[src/rtl/hazard_scoreboard.sv]
// Decode-stage stall generator: tracks in-flight {dst, Tnew} writes plus the HI/LO busy counter.
// Optional EPC_HAZARD_EN: stall eret while an mtc0 to EPC is still in a tracked stage.
module hazard_scoreboard #(
    parameter int NSTAGE      = 2,
    parameter int TW          = 2,
    parameter int MULT_CYCLES = 5,
    parameter int DIV_CYCLES  = 10
) (
    input  logic          clk,
    input  logic          reset,
    input  logic          D_valid,
    input  logic [4:0]    D_rs,
    input  logic [4:0]    D_rt,
    input  logic [TW-1:0] D_tuse_rs,
    input  logic [TW-1:0] D_tuse_rt,
    input  logic [4:0]    D_dst,
    input  logic [TW-1:0] D_tnew,
    input  logic          D_hilo,
    input  logic          D_md_start,
    input  logic          D_md_div,
    input  logic          D_eret,
    input  logic          D_mtc0_epc,
    input  logic          flush,
    output logic          stall,
    output logic          md_busy,
    output logic [3:0]    stall_cause
);
    localparam int MD_MAX = (MULT_CYCLES > DIV_CYCLES) ? MULT_CYCLES : DIV_CYCLES;
    localparam int CW     = $clog2(MD_MAX + 1);
    localparam logic [CW-1:0] MULT_LD = CW'(MULT_CYCLES);
    localparam logic [CW-1:0] DIV_LD  = CW'(DIV_CYCLES);
    localparam logic [CW-1:0] CNT_ONE = CW'(1);
    localparam logic [TW-1:0] T_ONE   = TW'(1);

    typedef struct packed {
        logic          v;
        logic [4:0]    dst;
        logic [TW-1:0] tnew;
    } entry_t;

    entry_t [NSTAGE-1:0] ent;
    logic   [CW-1:0]     md_cnt;
    logic   [NSTAGE-1:0] hit_rs, hit_rt;
    logic                issue;

    assign issue = D_valid & ~stall & ~flush;

    // Tnew counts down as the entry ages, so a producer stops matching once its result is forwardable.
    always_ff @(posedge clk or posedge reset) begin
        if (reset) begin
            ent <= '0;
        end else if (flush) begin
            ent <= '0;
        end else begin
            ent[0] <= issue ? {1'b1, D_dst, D_tnew} : '0;
            for (int i = 1; i < NSTAGE; i++) begin
                ent[i].v    <= ent[i-1].v;
                ent[i].dst  <= ent[i-1].dst;
                ent[i].tnew <= (ent[i-1].tnew != '0) ? ent[i-1].tnew - T_ONE : '0;
            end
        end
    end

    always_ff @(posedge clk or posedge reset) begin
        if (reset)
            md_cnt <= '0;
        else if (issue && D_md_start)
            md_cnt <= D_md_div ? DIV_LD : MULT_LD;
        else if (md_cnt != '0)
            md_cnt <= md_cnt - CNT_ONE;
    end

    for (genvar i = 0; i < NSTAGE; i++) begin : g_cmp
        assign hit_rs[i] = ent[i].v && (ent[i].dst != 5'd0) && (ent[i].dst == D_rs)
                           && (ent[i].tnew > D_tuse_rs);
        assign hit_rt[i] = ent[i].v && (ent[i].dst != 5'd0) && (ent[i].dst == D_rt)
                           && (ent[i].tnew > D_tuse_rt);
    end

    assign md_busy        = (md_cnt != '0);
    assign stall_cause[0] = D_valid & (|hit_rs);
    assign stall_cause[1] = D_valid & (|hit_rt);
    assign stall_cause[2] = D_valid & D_hilo & md_busy;

`ifdef EPC_HAZARD_EN
    logic [NSTAGE-1:0] epc;
    logic [NSTAGE-1:0] epc_live;

    always_ff @(posedge clk or posedge reset) begin
        if (reset) begin
            epc <= '0;
        end else if (flush) begin
            epc <= '0;
        end else begin
            epc[0] <= issue & D_mtc0_epc;
            for (int i = 1; i < NSTAGE; i++)
                epc[i] <= epc[i-1];
        end
    end

    for (genvar i = 0; i < NSTAGE; i++) begin : g_epc
        assign epc_live[i] = ent[i].v & epc[i];
    end

    assign stall_cause[3] = D_valid & D_eret & (|epc_live);
`else
    logic unused_epc_inputs;
    assign unused_epc_inputs = D_eret ^ D_mtc0_epc;
    assign stall_cause[3]    = 1'b0;
`endif

    assign stall = |stall_cause;
endmodule

[config.mk]
export PLATFORM = sky130hd
export DESIGN_NAME = hazard_scoreboard
export DESIGN_NICKNAME = d
export VERILOG_FILES = /design/src/rtl/hazard_scoreboard.sv
export SDC_FILE = /design/constraint.sdc
export NUM_CORES = 1
export LEC_CHECK = 0
export CAP_MARGIN = 40
export CORE_ASPECT_RATIO = 1.2
export CORE_MARGIN = 2
export CORE_UTILIZATION = 43
export DETAILED_ROUTE_END_ITERATION = 7
export PLACE_DENSITY = 0.83
export SLEW_MARGIN = 40
export SYNTH_ARGS = -nofsm -noshare
export SYNTH_HDL_FRONTEND = slang
export SYNTH_SLANG_ARGS = --single-unit
[constraint.sdc]
create_clock -name clk -period 2.2 [get_ports clk]
set_input_delay 0.22 -clock clk [delete_from_list [all_inputs] [get_ports clk]]
set_output_delay 0.22 -clock clk [all_outputs]
set_load 0.01 [all_outputs]
==> results_dict.tcl <==
set metrics [dict create \
    cp-startpoint "ent[3]" \
    fin_crit_ps 2321 \
    placed_cells 219 \
    clockBufferDepth 2 \
    cts_tree "built" \
    fmax_mhz 430.9 \
    rows 22 \
    synth_mux_area_share_pct 3.799 \
    worstHoldPathType "in -> async" \
    synth_edf_count 0 \
    synth_cell_types 32 \
    finalCritPeriodShare_pct 105.5 \
    vias_per_cell 5.057 \
    grt_max_degree 21 \
    dp_slack_ps -508.0 \
    first_global_vias 1229 \
    async_reset_ff_share_pct 100.0 \
    yosys_most_used_dff "dfrtp_1" \
    ff2ff_setup_slack_ps -120 \
    core_area_mm2 0.003000 \
    r2r-start "ent[3]" \
    overflow 0 \
    setup_ws_ps -120.5 \
    die_h_um 64.64 \
    syn_inst 129 \
    cp.arrival_ps 2520 \
    initial_utilization_pct 43.91 \
    ys_seq_area_share_pct 37.99 \
    synth_seq_cells 20 \
    dr.pass1.iters 4 \
    synth_fp_nets 169 \
    drc 0 \
    antenna_cells 0 \
    syn_avg_cell_area_um2 10.21 \
    crit_chain "or4_4 > o211ai_4 > buf_6 > o41ai_4 > buf_4 > or3_4 > mux2_4" \
    cp_num_buf_inv 2 \
    cp.required_ps 2400 \
    finalNonFillerCells 230 \
    final_cell_mix "buf_4 (28), clkdlybuf4s50_1 (27), xnor2_1 (20), dfrtp_1 (20)" \
    dpl.hpwl_mm 2.574 \
    root_buffer "clkbuf_4" \
    wl_per_cell_um 14.66 \
    synth_area_mm2 0.001318 \
    power_per_cell_area_mw_per_mm2 546.1 \
    place.port_buffers 32 \
    clk_latency_ps 300 \
    die-width_um 54.53 \
    crit_family "simple AND/OR/NAND/NOR gates" \
    io_pins 36 \
    cap_violations 0 \
    cp_slowest_stage_delay_ps 550 \
    antenna_left 0 \
    area_growth_pct 54.23 \
    htreeDepth 1 \
    rsz0062_at_grt "true" \
    gp_congestion 0.8602 \
    cts_made_buffers 3 \
    yosys.area_share.xor_xnor_pct 14.62 \
    wirelength_mm 3.371 \
    slew_headroom_pct 53.38 \
    grt_first_pass_wirelength_mm 5.285 \
    synth_top_family_by_area "simple AND/OR/NAND/NOR gates" \
    peakVddDrop_mv 0.5029 \
    endpoint_kind "flip-flop" \
    synthAdderAreaFrac_pct 9.497 \
    cp_max_fo 4 \
    critPathLaunchType "flip-flop" \
    worst_slew_pin_slew_ps 695.0 \
    path_clk_slew_ps 100 \
    grt.total_usage_pct 20.94 \
    num-nets-final 236 \
    setup_viol_count_final 7 \
    drt_iter0_drc 18 \
    ys_warn_count 0 \
    slowest_stage "or4_4" \
    status "finished, violations left" \
    cts_sinks 20 \
    violations "setup timing" \
    p_leak_nw 0.9813 \
    fin_tns_setup_ps -643.7 \
    synth_compound_area_share_pct 7.977 \
    hold_viol 0 \
    antenna_found_initial 0 \
    synth_simple_gate_area_share_pct 20.70 \
    dieArea_mm2 0.003525 \
    power_mw 1.110 \
    timing.final.max_slew_violations 0 \
    hold_buffers 0 \
    num_vias 1163 \
    final_common_cell "buf_4" \
    skew_ps 1.032 \
    layout-drive-gt1-share_pct 31.44 \
    path_class "reg -> reg" \
]
[cell usage after synthesis (3+ instances only)]
cell | instances | area, um^2
a21oi_1 | 4 | 20.02
and2_1 | 9 | 56.30
dfrtp_1 | 20 | 500.5
ha_1 | 10 | 125.1
inv_1 | 10 | 37.54
nand2_1 | 8 | 30.03
nand3_1 | 4 | 20.02
nor2b_1 | 8 | 50.05
nor3_1 | 3 | 15.01
or4_1 | 3 | 22.52
xnor2_1 | 20 | 175.2
[layer usage]
metal	track usage, %	wire length, um	vias to the layer above
met5	0	0	-
met4	9.688	85	0
met3	1.843	113	9
met2	39.01	1921	40
met1	22.49	1250	549
li1	-	-	565
[report_power, final]
group          internal, mW  switching [mW]  total [mW]
clock                0.0640           0.105       0.168
sequential            0.419          0.0354       0.454
combinational         0.282           0.205       0.487
[cell type report]
| type | instances | area [um^2] |
|---|---|---|
| sequential | 20 | 500.5 |
| fill | 232 | 968.4 |
| clock buffer | 3 | 22.52 |
| inverter | 10 | 37.54 |
| tap | 36 | 45.04 |
| multi-input combinational | 96 | 843.3 |
| timing repair buffer | 65 | 583.1 |
[worst register-to-register path, stage by stage (launching register included)]
cell and delay, ps:
dfrtp_1 390, or4_4 550, o211ai_4 200, buf_6 140, o41ai_4 90, buf_4 150
or3_4 400, mux2_4 310
[worst paths after layout]
| path | end | cells after the start |
|---|---|---|
| max | md_cnt[3] | 7 |
| min | ent[15] | 2 |
| max reg2reg | md_cnt[3] | 7 |
| min reg2reg | ent[8] | 1 |
| max in group asynchronous | ent[8] | 2 |
| min in group clk | ent[8] | 1 |
[flip-flops by register name (all words and copies together), names as in the netlist]
signal	flops
ent	16
md_cnt	4
[cell families (layout without fill, tap and decap cells)]
logic type / count (synthesis) / in the layout
compound gates: 12 / 12
fa+ha+maj: 10 / 10
buf+inv: 13 / 78
simple gates: 47 / 47
mux: 4 / 4
flops: 20 / 20
other cells: 1 / 1
xor+xnor: 22 / 22
[repair_timing]
item,in CTS,in global routing
endpoints found under the setup margin,7,16
buffers inserted,5,4
resized for setup,22,16
pin swaps,6,7
[through the flow]
stage	utilization [%]	area, um^2	hold slack, ps
6_report	67.72	2032	241.3
5_1_grt	67.72	2032	299.1
4_1_cts	64.80	1944	372.3
3_5_place_dp	61.43	1843	425.7
3_3_place_gp	61.43	1843	419.0
2_1_floorplan	-	1320	183.8
No activity file was read; power rests on OpenSTA's default activity.
